### config.mk
export PLATFORM = sky130hd
export DESIGN_NAME = ordering_drain
export DESIGN_NICKNAME = d
export VERILOG_FILES = /design/src/rtl/replica_pkg.sv /design/src/rtl/sync_fifo.sv /design/src/rtl/ordering_drain.sv
export SDC_FILE = /design/constraint.sdc
export NUM_CORES = 1
export LEC_CHECK = 0
export ABC_AREA = 1
export ABC_CLOCK_PERIOD_IN_PS = 7510
export CAP_MARGIN = 20
export CORE_UTILIZATION = 25
export CTS_CLUSTER_SIZE = 20
export DETAILED_ROUTE_END_ITERATION = 6
export GPL_ROUTABILITY_DRIVEN = 0
export MAX_ROUTING_LAYER = met4
export PLACE_DENSITY = 0.46
export SLEW_MARGIN = 25
export SYNTH_ARGS = -nofsm -noshare
export SYNTH_HDL_FRONTEND = slang
export SYNTH_SLANG_ARGS = --single-unit
### constraint.sdc
create_clock -name clk -period 7.51 [get_ports clk]
set_clock_uncertainty 0.1 [all_clocks]
set_input_delay 1.502 -clock clk [delete_from_list [all_inputs] [get_ports clk]]
set_output_delay 1.502 -clock clk [all_outputs]
set_load 0.1 [all_outputs]
### src/rtl/replica_pkg.sv
// Shared types and sizes for the replica ring and its ordering drain.
package replica_pkg;

  localparam int unsigned city_num     = 16;
  localparam int unsigned city_num_log = $clog2(city_num);

  typedef logic [7:0][7:0] replica_data_t;
  typedef logic [3:0][7:0] drain_word_t;

endpackage

### src/rtl/sync_fifo.sv
// Single-clock FIFO: distributed RAM plus a head register that always holds the oldest entry.
module sync_fifo #(
  parameter int unsigned width = 64,
  parameter int unsigned depth = 16
) (
  input  logic                     clk,
  input  logic                     reset,
  input  logic                     clear,
  input  logic                     push,
  input  logic [width-1:0]         wdata,
  input  logic                     pop,
  output logic [width-1:0]         rdata,
  output logic                     full,
  output logic                     empty,
  output logic [$clog2(depth):0]   count
);

  localparam int unsigned aw = $clog2(depth);
  localparam int unsigned cw = aw + 1;

  logic [width-1:0] mem_q [depth];
  logic [aw-1:0]    wr_ptr_q, wr_ptr_d;
  logic [aw-1:0]    rd_ptr_q, rd_ptr_d;
  logic [aw-1:0]    rd_next;
  logic [cw-1:0]    count_q, count_d;
  logic [width-1:0] head_q, head_d;
  logic             push_ok, pop_ok;

  assign full  = (count_q == cw'(depth));
  assign empty = (count_q == '0);
  assign rdata = head_q;
  assign count = count_q;

  always_comb begin
    wr_ptr_d = wr_ptr_q;
    rd_ptr_d = rd_ptr_q;
    count_d  = count_q;
    head_d   = head_q;
    push_ok  = push && !full;
    pop_ok   = pop && !empty;
    rd_next  = rd_ptr_q + aw'(1);

    if (push_ok) begin
      wr_ptr_d = wr_ptr_q + aw'(1);
    end
    if (pop_ok) begin
      rd_ptr_d = rd_next;
    end

    case ({push_ok, pop_ok})
      2'b10:   count_d = count_q + cw'(1);
      2'b01:   count_d = count_q - cw'(1);
      default: count_d = count_q;
    endcase

    // Head refills from the incoming word when it is the only candidate, else from RAM.
    if (empty && push_ok) begin
      head_d = wdata;
    end else if (pop_ok) begin
      if (count_q == cw'(1)) begin
        head_d = wdata;
      end else begin
        head_d = mem_q[rd_next];
      end
    end

    if (clear) begin
      wr_ptr_d = '0;
      rd_ptr_d = '0;
      count_d  = '0;
      head_d   = '0;
    end
  end

  always_ff @(posedge clk) begin
    if (reset) begin
      wr_ptr_q <= '0;
      rd_ptr_q <= '0;
      count_q  <= '0;
      head_q   <= '0;
    end else begin
      wr_ptr_q <= wr_ptr_d;
      rd_ptr_q <= rd_ptr_d;
      count_q  <= count_d;
      head_q   <= head_d;
    end
  end

  always_ff @(posedge clk) begin
    if (push_ok && !clear && !reset) begin
      mem_q[wr_ptr_q] <= wdata;
    end
  end

endmodule

### src/rtl/ordering_drain.sv
// Buffers 64-bit ordering beats and re-emits them as tagged 32-bit words toward the host DMA.
module ordering_drain
  import replica_pkg::replica_data_t;
  import replica_pkg::drain_word_t;
#(
  parameter int unsigned city_num    = replica_pkg::city_num,
  parameter int unsigned replica_num = 32,
  parameter int unsigned fifo_depth  = 16
) (
  input  logic                           clk,
  input  logic                           reset,
  input  logic                           clear,
  input  logic                           ord_valid,
  input  replica_data_t                  ord_data,
  input  logic                           out_ready,
  output logic                           out_valid,
  output drain_word_t                    out_data,
  output logic                           out_last,
  output logic [$clog2(replica_num)-1:0] out_replica,
  output logic                           out_done,
  output logic                           overflow,
  output logic [$clog2(fifo_depth):0]    level
);

  localparam int unsigned words_per_rep = city_num / 4;
  localparam int unsigned word_w        = $clog2(words_per_rep);
  localparam int unsigned rep_w         = $clog2(replica_num);

  logic          fifo_full, fifo_empty;
  replica_data_t fifo_head;
  logic          push, pop, xfer, load;

  logic [63:0]       hold_q, hold_d;
  logic              hv_q, hv_d;
  logic              half_q, half_d;
  logic [word_w-1:0] word_q, word_d;
  logic [rep_w-1:0]  rep_q, rep_d;
  logic              done_q, done_d;
  logic              ovf_q, ovf_d;

  sync_fifo #(
    .width (64),
    .depth (fifo_depth)
  ) u_fifo (
    .clk   (clk),
    .reset (reset),
    .clear (clear),
    .push  (push),
    .wdata (ord_data),
    .pop   (pop),
    .rdata (fifo_head),
    .full  (fifo_full),
    .empty (fifo_empty),
    .count (level)
  );

  assign out_valid   = hv_q;
  assign out_data    = half_q ? hold_q[63:32] : hold_q[31:0];
  assign out_last    = hv_q && (word_q == word_w'(words_per_rep - 1));
  assign out_replica = rep_q;
  assign out_done    = done_q;
  assign overflow    = ovf_q;

  always_comb begin
    hold_d = hold_q;
    hv_d   = hv_q;
    half_d = half_q;
    word_d = word_q;
    rep_d  = rep_q;
    done_d = 1'b0;
    ovf_d  = ovf_q;

    xfer = hv_q && out_ready;
    load = !fifo_empty && (!hv_q || (half_q && xfer));
    push = ord_valid && !fifo_full;
    pop  = load;

    if (load) begin
      hold_d = fifo_head;
      hv_d   = 1'b1;
      half_d = 1'b0;
    end else if (xfer) begin
      if (!half_q) begin
        half_d = 1'b1;
      end else begin
        hv_d   = 1'b0;
        half_d = 1'b0;
      end
    end

    // Word/replica tagging advances on every accepted word.
    if (xfer) begin
      if (word_q == word_w'(words_per_rep - 1)) begin
        word_d = '0;
        if (rep_q == rep_w'(replica_num - 1)) begin
          rep_d  = '0;
          done_d = 1'b1;
        end else begin
          rep_d = rep_q + rep_w'(1);
        end
      end else begin
        word_d = word_q + word_w'(1);
      end
    end

    // A full FIFO drops the beat even if a pop frees a slot this cycle.
    if (ord_valid && fifo_full) begin
      ovf_d = 1'b1;
    end

    if (clear) begin
      hold_d = '0;
      hv_d   = 1'b0;
      half_d = 1'b0;
      word_d = '0;
      rep_d  = '0;
      done_d = 1'b0;
      ovf_d  = 1'b0;
    end
  end

  always_ff @(posedge clk) begin
    if (reset) begin
      hold_q <= '0;
      hv_q   <= 1'b0;
      half_q <= 1'b0;
      word_q <= '0;
      rep_q  <= '0;
      done_q <= 1'b0;
      ovf_q  <= 1'b0;
    end else begin
      hold_q <= hold_d;
      hv_q   <= hv_d;
      half_q <= half_d;
      word_q <= word_d;
      rep_q  <= rep_d;
      done_q <= done_d;
      ovf_q  <= ovf_d;
    end
  end

endmodule

## Yosys cells after proc, flatten, opt, wreduce, memory -nomap -nowiden

Memory sizes are Yosys's and may differ from the RTL's.
Index checks and enable logic that the tools add are counted.

- Register bits: 152
- Bits in latches: 0
- Bits in writable memories: 1024
- Bits in read-only memories: 0
- Input port bits: 69
- Output and inout port bits: 46
- Logic and storage cells: 67
- Memories kept: 1

Memory list:

| memory | words | bits a word | read ports | clocked after memory_dff | wr ports | RTL line | source |
|---|---|---|---|---|---|---|---|
| u_fifo.mem_q | 16 | 64 | 1 | 0 | 1 | sync_fifo.sv:21 | `logic [width-1:0] mem_q [depth];` |

- $add $sub $neg: 6
- Multipliers: 0
- Div/mod/pow operators: 0
- Order comparisons: 0
- Eq/ne operators: 6
- Shift-type cells: 0
- Muxes and demuxes: 14
- Bitwise logic cells: 2
- Reduce and logical (&&, ||, !) cells: 27

Operators by type and width:

| kind | number |
|---|---|
| 2-to-1 mux 64 bit | 3 |
| 2-to-1 mux 32 bit | 1 |
| logical AND 1 bit | 11 |
| adder 5 x 1 -> 5 bit, second input constant | 2 |
| == test 5 bit, second input constant | 2 |
| one-hot mux 5 bit (2 select lines) | 1 |
| adder 4 x 1 -> 4 bit, second input constant | 2 |
| nonzero test 2 bit | 4 |
| 2-to-1 mux 1 bit | 7 |
| == test 5 x 1 -> 1 bit, second input constant | 1 |
| logical NOT 1 bit | 5 |
| logical NOT 5 bit | 1 |
| 2-to-1 mux 5 bit | 1 |
| subtractor 5 x 1 -> 5 bit, second input constant | 1 |
| == test 2 bit, second input constant | 2 |
| AND reduction 2 bit | 2 |
| OR reduction 4 bit | 1 |
| OR reduction 3 bit | 1 |
| adder 2 x 1 -> 2 bit, second input constant | 1 |
| == test 2 x 1 -> 1 bit, second input constant | 1 |
| 2-to-1 mux 2 bit | 1 |
| inverter 1 bit | 2 |
| OR reduction 2 bit | 1 |
| logical OR 1 bit | 1 |

## Logic depth before layout (Yosys ltp)

- Word-level depth: 8
- Mapped depth: 13
- Gate-level depth less buffers: 12

## Modules after synthesis

From an unflattened synthesis, not the netlist that was laid out.

- Cell total of the unflattened synthesis: 4648
- Area, all modules: 49094.6 um2

Modules (own cells, without submodules):

| module | instances | cells an instance | area an instance (um2) | sequential area each (um2) |
|---|---|---|---|---|
| sync_fifo | 1 | 4062 | 45424.8 | 32291.0 |
| ordering_drain | 1 | 586 | 3669.8 | 1501.4 |

## Worst setup path before layout

OpenSTA, ideal clock, no wires.

- Path type: input -> register
- Start: input port clear
- End: memory u_fifo.mem_q[11][0], enable pin
- Library setup time: 0.565 ns
- Arrival time: 6.536 ns
- Data required time: 6.845 ns
- Path slack: 0.310 ns
- Cell stages on the path: 4
- Path buffers: 1
- Path through: nor2_1 > inv_1 > clkbuf_1 > nor3_1

- Cells in the longest elaborated chain, start to end: 5

RTL lines:

| element | RTL line | source |
|---|---|---|
| from (decl) | ordering_drain.sv:12 | `input logic clear,` |
| logical NOT 1 bit | sync_fifo.sv:90 | `if (push_ok && !clear && !reset) begin` |
| logical AND 1 bit (2 in series) | sync_fifo.sv:90 |  |
| 2-to-1 mux 1 bit | sync_fifo.sv:90 |  |
| 2-to-1 mux 1 bit (implied by the code) | sync_fifo.sv:91 | `mem_q[wr_ptr_q] <= wdata;` |
| to (decl) | sync_fifo.sv:21 |  |

No other way between the ends.

==> results.toml <==
[outcome]
status = "complete, no violations"

[setup_path]
cp_cell_sequence = "buf_4 -> inv_2 -> nand2_1 -> nand2_1 -> clkdlybuf4s50_1"
cpLargestDelayFamily = "buffers and inverters"
critPathSlowestCell = "clkdlybuf4s50_1"
crit_fanout = 35
r2r_start = "u_fifo.rd_ptr_q[0]"
crit_path_start_kind = "register"
critPathArrivalTime_ps = 3450
path_common_cell = "nand2_1"
worst-r2r-cell-count = 10
crit_required_ps = 5910
worst_path_largest_cell_delay_ps = 1190
crit_type = "register to primary output"
r2r_slack_ps = 3430
end_kind = "primary output"
cp.buffers_inverters = 3
reg2reg_to = "u_fifo.rdata[41]"

[clock_network]
clock-sinks = 1176
clock_latency_ps = 770
cts_htree_levels = 4
post_cts_buffers = 0
clockRootBuffer = "clkbuf_16"
cts_hold_buffers = 0
cts_tree = "built"
cts_inserted_buffers = 133
clkTransAtPathRegs_ps = 60
cts.path.max_buffers = 3
cts_resized = 0

[sta]
setup_viol = 0
fin_crit_sh = 0.672
slew_headroom = 0.240
layout_min_cycle_time_ps = 5050
fin_setup_tns_ps = 0
tightest_slew_ps = 1130
finalMaxSlewViolations = 0
hold_ws_ps = 372
rsz0062_at_grt = "false"
fmax_mhz = 198
hold_violations = 0

[logic_synthesis]
async_flop_share = 0
ys_warn_count = 0
ys_ff_latch = 1176
ys.flop_type = "edfxtp_1"
syn-instance-count = 5353
ys_top_cells_by_area = "edfxtp_1 60%, nand2_1 14%, inv_1 6.8%, nand3_1 6.3%, dfxtp_1 6.0%"
synth_enable_flop_cells = 1024
synth_cell_types = 27
syn_nets = 5435
synth_area_leader_cell = "edfxtp_1"
yosysTopAreaCellShare = 0.601
synth_area_per_cell_um2 = 9.55
yosysSeqAreaShare = 0.661
synth_area_mm2 = 0.0511

[placed_design]
port_buffers = 114
hpwl_um = 83500

[finish]
final_util = 0.293
area_growth_pct = 16.1
nNetsFinal = 5464
mostFrequentLayoutCells = "1844 x nand2_1, 1024 x edfxtp_1, 921 x inv_1"
drive_gt1_frac = 0.0628
mostFrequentLayoutCell = "nand2_1"

[floorplanning]
ios = 115
dieArea_mm2 = 0.206
die_w_um = 454
start_util = 0.252
die_h_um = 454
coreArea_mm2 = 0.203
row_count = 165

[global_routing]
grt_overflow = 0
grt_usage = 0.149
grt_pass1_vias = 33400
antenna_found_initial = 5
grt_max_degree = 177
grt_pass1_wl_um = 224000

[power]
peakVddDrop_mv = 0.249
p_leak_nw = 25.0
p_per_area_mw_per_mm2 = 301

[drt]
drc = 0
firstDrtPassIters = 5
wl_per_cell_um = 18.5
ant_nets = 0
viasPerCell = 4.23
vias = 34500
drt_wl_total_um = 151000
drt-initial-drc-count = 2533

[hold_path]
min_to = "u_fifo.rd_ptr_q[3]"
hp-class = "register to register"
worstHoldStart = "u_fifo.rd_ptr_q[3]"
hold_depth = 2

[flow_run]
cap_viol_max_count = 0
[per-stage QoR]
step | setup WS (ps) | cell area (µm²) | cells | power, mW
after floorplan | 310 | 51100 | 5353 | 10.3
after global placement | 2390 | 55100 | 7917 | 11.7
after detailed placement | 2430 | 55100 | 7919 | 11.7
after CTS | 2290 | 59300 | 8162 | 18.1
after global routing | 2300 | 59400 | 8164 | 18.8
final | 2460 | 59400 | 8165 | 17.9
[layer usage]
metal  track usage  up-vias  part of all wire
met4        0.0410        0             0.023
met1         0.191    16700              0.46
met2         0.247      609              0.48
met3        0.0200      173             0.037
li1              -    17100                 -
met5             -        -                 0
[flip-flops by register name, summed over array words and instances, names as in the netlist]
register,flops
u_fifo.rdata,64
out_done,1
word_q,2
u_fifo.mem_q,1024
half_q,1
out_replica,5
overflow,1
u_fifo.count,5
hold_q,64
u_fifo.wr_ptr_q,4
u_fifo.rd_ptr_q,4
out_valid,1
[synthesized netlist by cell type, types with 4 or more instances]
cell type and count:
inv_1 921, buf_4 8, nand2_1 1847, inv_2 6
nand3_1 646, nor3_1 12, clkbuf_1 89, or2_2 64
buf_2 160, nor2_1 149, o21ai_0 142, buf_1 17
nand4_1 4, a21oi_1 86, dfxtp_1 152, ha_1 13
o21ai_1 4, edfxtp_1 1024
[power breakdown]
part / internal, mW / switching, mW
Sequential: 7.28 / 0.157
Clock: 3.66 / 2.69
Combinational: 1.07 / 3.03
[how the worst max path moves through the flow]
stage / start / endpoint / slack (ps) / cells past startpoint
4_1_cts: half_q / out_data[23] / 2290 / 5
3_5_place_dp: reset / u_fifo.mem_q[9][29] / 2430 / 7
6_report: half_q / out_data[23] / 2460 / 5
3_3_place_gp: reset / u_fifo.mem_q[10][63] / 2390 / 7
2_1_floorplan: clear / u_fifo.mem_q[11][0] / 310 / 4
5_1_grt: half_q / out_data[23] / 2300 / 5
[kinds of logic after synthesis]
family | count (synthesis) | share of synthesized area
AOI/OAI and AO/OA | 235 | 0.0232
xor gates and xnor gates | 2 | 0.000343
adders and majority gates | 13 | 0.00318
buffers and inverters | 1203 | 0.0930
DFF | 1176 | 0.661
and+or+nand+nor | 2724 | 0.219
[final cells by class]
type | count | area [µm²]
fill | 21200 | 143000
sequential | 1176 | 33800
multi-input combinational | 2974 | 12800
clock buffer | 173 | 3630
inverter | 928 | 3510
tap | 2672 | 3340
timing repair buffer | 169 | 1740
clock inverter | 70 | 574
antenna | 3 | 7.51
[worst register-to-register path: cells and delay by family (launching register included)]
kind | cells | cell delay, ps
compound gates | 1 | 180
flops | 1 | 910
simple gates | 6 | 860
buf+inv | 3 | 1940
No activity file was read; power rests on OpenSTA's default activity.
